$ cat src/rtl/id_ex_stage.sv
// ID/EX pipeline register for the 16-bit core, with load-use hazard detection,
// branch flush, downstream hold and a saturating bubble counter.
module id_ex_stage #(
  parameter int DATA_W     = 16,
  parameter int REG_ADDR_W = 3,
  parameter int CNT_W      = 16
) (
  input  logic                  clk,
  input  logic                  rst_n,
  input  logic                  id_valid,
  input  logic                  id_alu_src,
  input  logic                  id_branch,
  input  logic                  id_mem_write,
  input  logic                  id_mem_to_reg,
  input  logic                  id_reg_write,
  input  logic [1:0]            id_alu_op,
  input  logic [DATA_W-1:0]     id_rs1_data,
  input  logic [DATA_W-1:0]     id_rs2_data,
  input  logic [DATA_W-1:0]     id_imm,
  input  logic [REG_ADDR_W-1:0] id_rs1,
  input  logic [REG_ADDR_W-1:0] id_rs2,
  input  logic [REG_ADDR_W-1:0] id_rd,
  input  logic                  flush,
  input  logic                  ex_hold,
  output logic                  hazard_stall,
  output logic                  ex_valid,
  output logic                  ex_alu_src,
  output logic                  ex_branch,
  output logic                  ex_mem_write,
  output logic                  ex_mem_to_reg,
  output logic                  ex_reg_write,
  output logic [1:0]            ex_alu_op,
  output logic [DATA_W-1:0]     ex_rs1_data,
  output logic [DATA_W-1:0]     ex_rs2_data,
  output logic [DATA_W-1:0]     ex_imm,
  output logic [REG_ADDR_W-1:0] ex_rs1,
  output logic [REG_ADDR_W-1:0] ex_rs2,
  output logic [REG_ADDR_W-1:0] ex_rd,
  output logic [CNT_W-1:0]      bubble_count
);

  logic                  valid_q, valid_d;
  logic                  alu_src_q, alu_src_d, branch_q, branch_d;
  logic                  mem_write_q, mem_write_d, mem_to_reg_q, mem_to_reg_d;
  logic                  reg_write_q, reg_write_d;
  logic [1:0]            alu_op_q, alu_op_d;
  logic [DATA_W-1:0]     rs1_data_q, rs1_data_d, rs2_data_q, rs2_data_d;
  logic [DATA_W-1:0]     imm_q, imm_d;
  logic [REG_ADDR_W-1:0] rs1_q, rs1_d, rs2_q, rs2_d, rd_q, rd_d;
  logic [CNT_W-1:0]      cnt_q, cnt_d;
  logic                  uses_rs2, load_use, bubble;

  // R-type, stores and branches all read rs2; I-type ALU ops and loads do not.
  assign uses_rs2 = !id_alu_src | id_mem_write | id_branch;
  assign load_use = valid_q & mem_to_reg_q & (rd_q != '0) & id_valid &
                    ((rd_q == id_rs1) | (uses_rs2 & (rd_q == id_rs2)));
  assign hazard_stall = load_use & !flush & !ex_hold;
  // Flush outranks hold; a load-use bubble only goes in when not held.
  assign bubble = flush | (!ex_hold & load_use);

  always_comb begin
    valid_d      = valid_q;
    alu_src_d    = alu_src_q;
    branch_d     = branch_q;
    mem_write_d  = mem_write_q;
    mem_to_reg_d = mem_to_reg_q;
    reg_write_d  = reg_write_q;
    alu_op_d     = alu_op_q;
    rs1_data_d   = rs1_data_q;
    rs2_data_d   = rs2_data_q;
    imm_d        = imm_q;
    rs1_d        = rs1_q;
    rs2_d        = rs2_q;
    rd_d         = rd_q;
    cnt_d        = cnt_q;
    if (bubble) begin
      valid_d      = 1'b0;
      alu_src_d    = 1'b0;
      branch_d     = 1'b0;
      mem_write_d  = 1'b0;
      mem_to_reg_d = 1'b0;
      reg_write_d  = 1'b0;
      alu_op_d     = '0;
      rs1_data_d   = '0;
      rs2_data_d   = '0;
      imm_d        = '0;
      rs1_d        = '0;
      rs2_d        = '0;
      rd_d         = '0;
    end else if (!ex_hold) begin
      valid_d      = id_valid;
      alu_src_d    = id_alu_src & id_valid;
      branch_d     = id_branch & id_valid;
      mem_write_d  = id_mem_write & id_valid;
      mem_to_reg_d = id_mem_to_reg & id_valid;
      reg_write_d  = id_reg_write & id_valid;
      alu_op_d     = id_alu_op & {2{id_valid}};
      rs1_data_d   = id_rs1_data;
      rs2_data_d   = id_rs2_data;
      imm_d        = id_imm;
      rs1_d        = id_rs1;
      rs2_d        = id_rs2;
      rd_d         = id_rd;
    end
    if (hazard_stall && (cnt_q != '1))
      cnt_d = cnt_q + {{(CNT_W-1){1'b0}}, 1'b1};
  end

  always_ff @(posedge clk or negedge rst_n) begin
    if (!rst_n) begin
      valid_q      <= 1'b0;
      alu_src_q    <= 1'b0;
      branch_q     <= 1'b0;
      mem_write_q  <= 1'b0;
      mem_to_reg_q <= 1'b0;
      reg_write_q  <= 1'b0;
      alu_op_q     <= '0;
      rs1_data_q   <= '0;
      rs2_data_q   <= '0;
      imm_q        <= '0;
      rs1_q        <= '0;
      rs2_q        <= '0;
      rd_q         <= '0;
      cnt_q        <= '0;
    end else begin
      valid_q      <= valid_d;
      alu_src_q    <= alu_src_d;
      branch_q     <= branch_d;
      mem_write_q  <= mem_write_d;
      mem_to_reg_q <= mem_to_reg_d;
      reg_write_q  <= reg_write_d;
      alu_op_q     <= alu_op_d;
      rs1_data_q   <= rs1_data_d;
      rs2_data_q   <= rs2_data_d;
      imm_q        <= imm_d;
      rs1_q        <= rs1_d;
      rs2_q        <= rs2_d;
      rd_q         <= rd_d;
      cnt_q        <= cnt_d;
    end
  end

  assign ex_valid      = valid_q;
  assign ex_alu_src    = alu_src_q;
  assign ex_branch     = branch_q;
  assign ex_mem_write  = mem_write_q;
  assign ex_mem_to_reg = mem_to_reg_q;
  assign ex_reg_write  = reg_write_q;
  assign ex_alu_op     = alu_op_q;
  assign ex_rs1_data   = rs1_data_q;
  assign ex_rs2_data   = rs2_data_q;
  assign ex_imm        = imm_q;
  assign ex_rs1        = rs1_q;
  assign ex_rs2        = rs2_q;
  assign ex_rd         = rd_q;
  assign bubble_count  = cnt_q;

endmodule

$ cat config.mk
export PLATFORM = sky130hd
export DESIGN_NAME = id_ex_stage
export DESIGN_NICKNAME = d
export VERILOG_FILES = /design/src/rtl/id_ex_stage.sv
export SDC_FILE = /design/constraint.sdc
export NUM_CORES = 1
export LEC_CHECK = 0
export ABC_AREA = 1
export BUFFER_PORTS_ARGS = -buffer_cell sky130_fd_sc_hd__buf_4
export CAP_MARGIN = 20
export CORE_MARGIN = 3
export CORE_UTILIZATION = 49
export DETAILED_ROUTE_END_ITERATION = 6
export PLACE_DENSITY = 0.78
export SLEW_MARGIN = 10
export SYNTH_ARGS = -nofsm -noshare
export SYNTH_HDL_FRONTEND = slang
export SYNTH_SLANG_ARGS = --single-unit
export TNS_END_PERCENT = 100
$ cat constraint.sdc
create_clock -name clk -period 2 [get_ports clk]
set_input_delay 0.1 -clock clk [delete_from_list [all_inputs] [get_ports clk]]
set_output_delay 0.1 -clock clk [all_outputs]
set_load 0.02 [all_outputs]
==> out/metrics.csv <==
stage,metric,value,unit
floorplan,Starting Density,52.0,%
place,pre-CTS setup slack,239,ps
critical_path,CP cell instances,nor3_1 > nor3b_1 > nand2_4 > nor3_2 > buf_4,
pwr,net switching power,0.976,mW
critical_path,CP max FO,10,
sta,final setup margin,195,ps
critical_path,Critical Path AT,1700,ps
global_routing,grt total ovfl,0,
floorplan,core area,0.00749,mm2
cts,latest clock arrival within the worst-skew pair,350,ps
pwr,Worst VDD drop,0.491,mV
cts,# clock sinks,81,
logic_synthesis,syn_area_per_cell,9.00,um2
status,status,"finished, final reports clean",
layout,layout cells sized above 1,31.2,%
sta,RSZ-0062 raised after global routing,false,
logic_synthesis,"EDFF count, synth",0,
logic_synthesis,Synth area leaders,"dfrtp_1, mux2i_1, nand2_1",
logic_synthesis,"FF+latch count, synth",81,
place,Placed Cells,670,
place,dpl cell area,0.00515,mm2
layout,design area,0.00546,mm2
sta,Max Slew Vio Count,0,
layout,Area Growth Syn to Fin,40.1,%
cts,clock buffer depth,2,
floorplan,Die W,95.2,um
logic_synthesis,"count leader, synth",nand2_1,
logic_synthesis,synth warn,0,
floorplan,row cnt,31,
pwr,sequential power share,50.7,%
sta,final hold violation count,0,
place,post-DP HPWL,7190,um
global_routing,vias in the first global route,3359,
layout,# diodes,0,
logic_synthesis,dominant cell type by area after synthesis,dfrtp_1,
layout,Final Core Density,72.9,%
floorplan,IO Pins,151,
critical_path,crit path kind,register to output pin,
drt,Vias/cell,5.19,
cts,H-tree depth,3,
floorplan,die area,0.00906,mm2
sta,fmax,554,MHz
global_routing,global-route wire length before repair,16300,um
logic_synthesis,ys flop type,dfrtp_1,
logic_synthesis,post-synth top area share,52.0,%
cts,CTS tree,built,
pwr,Pwr Total,3.46,mW
critical_path,CP peak stage delay,450,ps
sta,Worst-Margin Slew,552,ps
floorplan,die height,95.2,um
drt,DRT iter0 DRCs,116,
sta,relative slew slack,63.2,%
layout,fin cells,698,
critical_path,Top delay family on crit path,simple AND/OR/NAND/NOR gates,
critical_path,CP startpoint kind,register,
place,Port Buffer Count,150,
global_routing,Tot GR Track Use,22.8,%
sta,part of the cycle the worst path needs,90.2,%
drt,ANT nets after route,0,
logic_synthesis,post-synthesis cell area,0.00390,mm2
drt,DRC viols,0,
sta,clock skew,14.0,ps
critical_path,slowest cell on the critical path,dfrtp_1,
pwr,combinational fraction of design power,17.5,%
hold_path,Hold WC Path Type,primary input to register,
logic_synthesis,syn nets,503,
drt,vias,3626,
logic_synthesis,Synth cell types,27,
pwr,Leak,2.99,nW
critical_path,Critical Path Sink Type,output pin,
layout,register area,0.00203,mm2
global_routing,initial antenna violation count,0,
drt,iteration count of the initial detailed-routing pass,7,
cts,cts bufs inserted,9,
pwr,sw frac,28.2,%
pwr,Pint,2.48,mW
critical_path,CP required,1900,ps
logic_synthesis,Synth Instances,433,
sta,# setup viols final,0,
sta,Fin Hold WS,10.2,ps
layout,fill cell count,555,
cts,Root Buffer,clkbuf_8,
sta,Final min period,1800,ps
cts,clock-pin transition on the worst setup and hold timing paths,90,ps
logic_synthesis,ys async rst share,100,%
layout,area of the multi-input gates,0.00166,mm2
pwr,Clock Power Share,31.8,%
critical_path,worst path bufs/invs,1,
logic_synthesis,synth cell count leaders,"nand2_1, dfrtp_1, nor2_1",
layout,Total Nets Final,664,
global_routing,largest net degree at the start of global routing,73,
pwr,pwr dens,633,mW/mm2
drt,wire length per cell,14.7,um
place,Final GP Congestion,0.876,
logic_synthesis,register area share after synthesis,52.0,%
drt,Detailed Route WL,10300,um
sta,setup_tns,0,ps
run,max-cap violations,0,
## worst min-delay path: cells and delay by family
kind / cells / cell delay (ps)
AND/OR/NAND/NOR: 1 / 90
multiplexers: 1 / 50
buffers and inverters: 1 / 70
## power by group through the flow
stage	clock (mW)	sequential [mW]	combinational, mW
final	1.10	1.75	0.604
after global routing	1.18	1.76	0.658
after floorplan	0	1.87	0.197
after CTS	1.13	1.75	0.608
after detailed placement	0	1.78	0.588
after global placement	0	1.78	0.575
## placed cells by master, fill, tap and decap left out, types with 2 or more instances in the layout
| cell | netlist | final |
|---|---|---|
| nand3_1 | 16 | 16 |
| inv_2 | 3 | 3 |
| xor2_1 | 2 | 2 |
| nand2_1 | 98 | 98 |
| inv_1 | 24 | 24 |
| nor2_1 | 81 | 81 |
| clkbuf_8 | 0 | 10 |
| dlygate4sd3_1 | 0 | 12 |
| o21ai_0 | 2 | 2 |
| mux2i_1 | 52 | 52 |
| a21oi_1 | 5 | 5 |
| buf_4 | 1 | 156 |
| dfrtp_1 | 81 | 79 |
| xnor2_1 | 6 | 6 |
| clkinvlp_4 | 0 | 2 |
| buf_12 | 0 | 3 |
| nor3_1 | 3 | 2 |
| clkinv_2 | 1 | 3 |
| nand4_1 | 30 | 30 |
| dfrtp_2 | 0 | 2 |
## repair_timing
| item | in CTS | in global routing |
|---|---|---|
| endpoints found under the hold margin | 51 | 0 |
| hold buffers | 12 | 0 |
| setup endpoints to repair | 0 | 1 |
| gates resized for setup | 0 | 4 |
| setup buffers | 0 | 0 |
## final cells by class
class                   count  share of cell area, %
flip-flops and latches     81                   37.2
multi-input cells         302                   30.5
repair buffers            171                   24.8
clock buffers              10                   2.52
well taps                  99                   2.27
inverters                  29                   2.02
clock inverters             6                  0.779
## kinds of logic after synthesis
kind of cell / after synthesis / synth area share (%)
AOI/OAI and AO/OA: 9 / 1.35
xor gates and xnor gates: 8 / 1.80
adders and majority gates: 1 / 0.321
buffers and inverters: 50 / 5.72
DFF: 81 / 52.0
muxes: 52 / 13.4
and+or+nand+nor: 232 / 25.4
## layer usage
layer	up-vias	wire length, um	share of wire (%)	track usage [%]
met5	-	0	0	0
met4	0	156	1.5	6.37
met3	14	802	7.8	6.31
met2	148	5000	49	37.0
met1	1727	4320	42	30.0
li1	1737	-	-	-
## path summary, 6_finish.rpt
kind                       cells after the start  slack (ps)              to    startpoint
setup reg to reg                               6         280  ex_rs2_data[2]      ex_rd[2]
max in group asynchronous                      3        1090        ex_rd[0]         rst_n
hold reg to reg                                2         520    ex_mem_write  ex_mem_write
hold / removal                                 3          10       ex_imm[7]     id_imm[7]
setup / recovery                               5         200    hazard_stall      ex_rd[2]
min in group asynchronous                      2         290  ex_rs2_data[4]         rst_n
Note: power is estimated with default switching activity, not from simulation.
